### src/rtl/rat_pkg.sv
// Shared types and defaults for the RAT core interrupt logic.
package rat_pkg;

  localparam int PC_W = 10;
  localparam logic [PC_W-1:0] VEC_ADDR_DEF = 10'h3FF;

  // Interrupt sequencer states. Encodings are fixed so external checkers can
  // decode the state register directly.
  typedef enum logic [2:0] {
    ST_IDLE   = 3'd0,
    ST_DRAIN  = 3'd1,
    ST_FLUSH  = 3'd2,
    ST_PUSH   = 3'd3,
    ST_VECTOR = 3'd4,
    ST_ISR    = 3'd5
  } IntState;

endpackage

### src/rtl/int_sync.sv
// Two-flop synchronizer for the external interrupt line.
// Build option INT_EDGE_EN: when defined, a rising edge of the synchronized
// line sets a pending latch that is cleared by clr_i (interrupt accepted);
// a new edge in the same cycle as clr_i wins. When undefined, pend_o is the
// synchronized level and clr_i has no effect.
module int_sync (
  input  logic clk,
  input  logic reset,
  input  logic int_req_i,
  input  logic clr_i,
  output logic pend_o
);

  logic sync1_q;
  logic sync2_q;

  // Metastability filter: the line is only used after the second flop.
  always_ff @(posedge clk) begin
    if (reset) begin
      sync1_q <= 1'b0;
      sync2_q <= 1'b0;
    end else begin
      sync1_q <= int_req_i;
      sync2_q <= sync1_q;
    end
  end

`ifdef INT_EDGE_EN
  logic sync3_q;
  logic latch_q;
  logic rise;

  assign rise = sync2_q & ~sync3_q;

  // Edge history and pending latch; set beats clear, repeated edges merge.
  always_ff @(posedge clk) begin
    if (reset) begin
      sync3_q <= 1'b0;
      latch_q <= 1'b0;
    end else begin
      sync3_q <= sync2_q;
      latch_q <= rise | (latch_q & ~clr_i);
    end
  end

  // The edge itself counts as pending so latency matches the level build.
  assign pend_o = latch_q | rise;
`else
  logic unused_clr;
  assign unused_clr = clr_i;
  assign pend_o     = sync2_q;
`endif

endmodule

### src/rtl/int_sequencer.sv
// Interrupt entry/exit sequencer: waits for a clean pipeline boundary,
// flushes fetch/decode, pushes the return PC through the scratch-RAM port,
// vectors the PC and tracks the ISR until RETIE/RETID retires.
// Build option INT_EDGE_EN selects edge-latched (defined) or level-sensitive
// (undefined, default) interrupt pending; see int_sync.
module int_sequencer
  import rat_pkg::*;
#(
  parameter int                PC_W     = rat_pkg::PC_W,
  parameter logic [PC_W-1:0]   VEC_ADDR = rat_pkg::VEC_ADDR_DEF
) (
  input  logic            clk,
  input  logic            reset,
  input  logic            int_req,
  input  logic            int_en_set,
  input  logic            int_en_clr,
  input  logic            ret_int,
  input  logic            ret_int_ie,
  input  logic            pipe_busy,
  input  logic [PC_W-1:0] retire_pc,
  input  logic            flag_c,
  input  logic            flag_z,
  input  logic            push_gnt,
  output logic            push_req,
  output logic [PC_W-1:0] push_data,
  output logic            flush,
  output logic            pc_load_vec,
  output logic [PC_W-1:0] vec_addr,
  output logic            int_ack,
  output logic            int_en,
  output logic            in_isr,
  output logic            flags_restore,
  output logic            shadow_c,
  output logic            shadow_z
);

  IntState         state_q, state_d;
  logic            int_en_q, int_en_d;
  logic [PC_W-1:0] push_data_q, push_data_d;
  logic            shadow_c_q, shadow_c_d;
  logic            shadow_z_q, shadow_z_d;
  logic            pend;

  int_sync u_sync (
    .clk       (clk),
    .reset     (reset),
    .int_req_i (int_req),
    .clr_i     (int_ack),
    .pend_o    (pend)
  );

  // Sequencer next state: entry only from IDLE, so the ISR never nests.
  always_comb begin
    state_d = state_q;
    case (state_q)
      ST_IDLE:   if (pend && int_en_q && !int_en_clr) state_d = ST_DRAIN;
      ST_DRAIN: begin
        if (int_en_clr)      state_d = ST_IDLE;
        else if (!pipe_busy) state_d = ST_FLUSH;
      end
      ST_FLUSH:  state_d = ST_PUSH;
      ST_PUSH:   if (push_gnt) state_d = ST_VECTOR;
      ST_VECTOR: state_d = ST_ISR;
      ST_ISR:    if (ret_int) state_d = ST_IDLE;
      default:   state_d = ST_IDLE;
    endcase
  end

  // I flag: software writes except during the committed entry window;
  // clear beats set; return from ISR loads it from RETIE/RETID.
  always_comb begin
    int_en_d = int_en_q;
    case (state_q)
      ST_FLUSH:            int_en_d = 1'b0;
      ST_PUSH, ST_VECTOR:  int_en_d = int_en_q;
      ST_ISR: begin
        if (ret_int)         int_en_d = ret_int_ie;
        else if (int_en_clr) int_en_d = 1'b0;
        else if (int_en_set) int_en_d = 1'b1;
      end
      default: begin
        if (int_en_clr)      int_en_d = 1'b0;
        else if (int_en_set) int_en_d = 1'b1;
      end
    endcase
  end

  // Return PC and flag shadows are captured once, at the flush boundary.
  always_comb begin
    push_data_d = push_data_q;
    shadow_c_d  = shadow_c_q;
    shadow_z_d  = shadow_z_q;
    if (state_q == ST_FLUSH) begin
      push_data_d = retire_pc;
      shadow_c_d  = flag_c;
      shadow_z_d  = flag_z;
    end
  end

  // State registers with synchronous reset.
  always_ff @(posedge clk) begin
    if (reset) begin
      state_q     <= ST_IDLE;
      int_en_q    <= 1'b0;
      push_data_q <= '0;
      shadow_c_q  <= 1'b0;
      shadow_z_q  <= 1'b0;
    end else begin
      state_q     <= state_d;
      int_en_q    <= int_en_d;
      push_data_q <= push_data_d;
      shadow_c_q  <= shadow_c_d;
      shadow_z_q  <= shadow_z_d;
    end
  end

  // Moore strobes decoded from state; flags_restore follows ret_int in ISR.
  // Push handshake: push_req stays high with push_data stable until the
  // cycle push_gnt is sampled high; that cycle completes the transfer.
  assign flush         = (state_q == ST_FLUSH);
  assign push_req      = (state_q == ST_PUSH);
  assign pc_load_vec   = (state_q == ST_VECTOR);
  assign int_ack       = (state_q == ST_VECTOR);
  assign in_isr        = (state_q == ST_ISR);
  assign flags_restore = (state_q == ST_ISR) && ret_int;
  assign push_data     = push_data_q;
  assign int_en        = int_en_q;
  assign shadow_c      = shadow_c_q;
  assign shadow_z      = shadow_z_q;
  assign vec_addr      = VEC_ADDR;

endmodule

### config.mk
export PLATFORM = sky130hd
export DESIGN_NAME = int_sequencer
export DESIGN_NICKNAME = d
export VERILOG_FILES = /design/src/rtl/rat_pkg.sv /design/src/rtl/int_sync.sv /design/src/rtl/int_sequencer.sv
export SDC_FILE = /design/constraint.sdc
export NUM_CORES = 1
export LEC_CHECK = 0
export BUFFER_PORTS_ARGS = -buffer_cell sky130_fd_sc_hd__buf_2
export CELL_PAD_IN_SITES_DETAIL_PLACEMENT = 1
export CELL_PAD_IN_SITES_GLOBAL_PLACEMENT = 1
export CORE_ASPECT_RATIO = 1.2
export CORE_MARGIN = 2
export CORE_UTILIZATION = 31
export CTS_BUF_LIST = sky130_fd_sc_hd__clkbuf_2
export DETAILED_ROUTE_END_ITERATION = 10
export PLACE_DENSITY_LB_ADDON = 0.1
export SETUP_SLACK_MARGIN = 0.3
export SYNTH_ARGS = -nofsm -noshare
export SYNTH_HDL_FRONTEND = slang
export SYNTH_HIERARCHICAL = 1
export SYNTH_SLANG_ARGS = --single-unit
### constraint.sdc
create_clock -name clk -period 1.3 [get_ports clk]
set_input_delay 0.065 -clock clk [delete_from_list [all_inputs] [get_ports clk]]
set_output_delay 0.065 -clock clk [all_outputs]
set_load 0.02 [all_outputs]
==> flow_summary.json <==
{
  "wl_mm": 2.62,
  "nFillCells": 357,
  "setup_ws_ns": 0.0332,
  "cts_tree": "done",
  "synth_async_sr_flop_share_pct": 0,
  "gp_routability_congestion": 0.853,
  "totalPowerFinal_uw": 1680,
  "avgRoutedWirePerCell_um": 12.7,
  "first_iter_violations": 9,
  "p_per_area_mw_per_mm2": 1210,
  "yosysTopAreaCell": "dfxtp_1",
  "fin_area_mm2": 0.00139,
  "fin_worst_skew_ns": 0.00432,
  "regToRegSetupSlack_ns": 0.03,
  "path_cells": "or3b_4 > a21oi_4 > o21ai_0 > o41ai_2",
  "cp_slowest_cell": "dfxtp_4",
  "slew_violations": 0,
  "min_from": "reset",
  "hold_slack_ns": 0.170,
  "vias_per_cell": 4.59,
  "rsz0062_at_grt": "true",
  "drtPass1Iterations": 4,
  "die_h_um": 63.3,
  "clk_latency_ns": 0.29,
  "vias": 945,
  "cts_max_level": 1,
  "rows": 21,
  "cts.sinks": 18,
  "leakage_uw": 0.000648,
  "ys_ff_latch": 18,
  "drive_gt1_share_pct": 44.2,
  "synth_cell_types": 30,
  "ys.flop_type": "dfxtp_1",
  "synth_top_area_share_pct": 39.6,
  "antenna_found_initial": 0,
  "grt_start_max_net_pins": 21,
  "cts_buffer_depth": 2,
  "synth-seq-area-share_pct": 39.6,
  "io_pins": 50,
  "r2r-end": "state_q[2]",
  "status": "completed",
  "slowest_delay_ns": 0.39,
  "synth_most_common_cell": "nand2_1",
  "area.growth.synth_to_final_pct": 52.5,
  "dp_hpwl_mm": 1.73,
  "path_delay_family": "compound AO/OA/AOI/OAI gates",
  "antenna_cells": 0,
  "syn_inst": 114,
  "timing.final.crit_period_ns": 1.27,
  "crit_type": "flop to flop",
  "critPathLaunch": "state_q[2]",
  "path_clk_slew_ns": 0.16,
  "numCtsBuffers": 3,
  "ctsRootBufferMaster": "clkbuf_2",
  "worstPathRequired_ns": 1.50,
  "worst-path-buf-inv": 0,
  "max_cap_violations": 0,
  "crit_fanout": 4,
  "finalHoldViolCount": 0,
  "endpoint": "state_q[2]",
  "r2r-start": "state_q[2]",
  "synth_edf_count": 0,
  "ant_nets": 0,
  "cp-start-kind": "flop",
  "die_w_um": 53.5,
  "post_dp_cell_area_mm2": 0.00108,
  "ir_drop_uv": 633,
  "pre_cts_ws_ns": 0.000208,
  "syn_avg_cell_area_um2": 7.98,
  "period_share_pct": 97.4,
  "synthTopCellsByArea": "dfxtp_1, nand2_1, buf_4",
  "initial_utilization_pct": 32.7,
  "dieArea_mm2": 0.00339,
  "grtUsageTotal_pct": 17.8,
  "io_buffers": 39,
  "max_freq_mhz": 789,
  "core-area_mm2": 0.00279,
  "crit_arrival_ns": 1.47,
  "critPathCaptureType": "flop",
  "hold_path.class": "input pin to flop",
  "grt_first_pass_wirelength_mm": 4.48,
  "fin_util_pct": 49.8,
  "synth_area_um2": 910,
  "drc": 0,
  "r2r_cells": 4,
  "worstSetupPathDepth": 4,
  "setup_viol": 0,
  "layout.nets": 195,
  "yosys-top-cells-count": "nand2_1, dfxtp_1, a21oi_1",
  "grt_overflow_total": 0,
  "yosysWarnings": 6,
  "grt_pass1_vias": 941
}
report_power, final:
part           internal, uW  switching [uW]  total (uW)
registers               628            74.8         703
logic                   341             407         747
clock network          63.0             163         226
layout make-up:
type | count | area (um^2) | share of cell area [%]
timing repair buffer | 64 | 448 | 32.3
sequential | 18 | 373 | 26.9
inverter | 5 | 21.3 | 1.53
multi-input combinational | 82 | 488 | 35.2
clock buffer | 3 | 15.0 | 1.08
tap | 34 | 42.5 | 3.07
how the worst min path moves through the flow:
stage,slack (ns),depth (start not counted),end
4_1_cts,0.14,2,u_sync/pend_o
5_1_grt,0.17,2,u_sync/pend_o
2_1_floorplan,0.14,1,u_sync/pend_o
3_5_place_dp,0.29,2,u_sync/sync1_q
3_3_place_gp,0.27,2,u_sync/sync1_q
6_report,0.17,2,u_sync/pend_o
worst reg2reg max path, stage by stage, from the launching register on:
cell,delay [ns]
dfxtp_4,0.39
or3b_4,0.39
a21oi_4,0.21
o21ai_0,0.14
o41ai_2,0.06
cells in the final DEF, fill, tap and decap left out, drive strengths merged:
cell | synthesis | routed
o221a | 1 | 1
clkbuf | 1 | 3
a21oi | 15 | 15
nor3 | 2 | 2
o41ai | 2 | 2
conb | 1 | 10
dlygate4sd3 | 0 | 13
nand2b | 2 | 2
dfxtp | 18 | 18
buf | 17 | 51
o21ai | 4 | 4
nor2 | 6 | 6
nand3 | 1 | 1
a22oi | 2 | 2
nand3b | 2 | 2
or3b | 1 | 1
o22ai | 1 | 1
o2bb2ai | 1 | 1
nor4 | 1 | 1
nor2b | 2 | 2
inv | 5 | 5
nand2 | 27 | 27
a211oi | 1 | 1
and2 | 1 | 1
metrics by stage:
step           instances  TNS (ns)
6_report             206         0
5_1_grt              206   -0.0417
3_5_place_dp         182         0
2_1_floorplan        123         0
3_3_place_gp         182         0
4_1_cts              206         0
sequential cells by signal (all words and copies together), names as in the netlist:
signal          count
push_data          10
u_sync/sync1_q      1
state_q             3
shadow_z            1
int_en              1
u_sync/pend_o       1
shadow_c            1
routing by layer:
metal  global-route usage (%)  part of all wire (%)  vias up
met2                     28.9                    51       30
li1                         -                     -      475
met4                     6.73                  0.80        0
met5                        0                     0        -
met3                     3.55                   5.8        2
met1                     22.6                    42      438
kinds of logic after synthesis:
group                  Yosys count  synth area share [%]
buffers and inverters           23                  16.6
AO/OA/AOI/OAI                   27                  18.8
AND/OR/NAND/NOR                 45                  24.5
flip-flops                      18                  39.6
other                            1                 0.412
what timing repair did:
action / in CTS / in global routing
hold buffers: 13 / 0
setup endpoints to repair: 22 / 23
pin swaps: 1 / 3
endpoints found under the hold margin: 13 / 0
setup buffers: 8 / 0
resized for setup: 21 / 11
No activity file was read; power rests on OpenSTA's default activity.
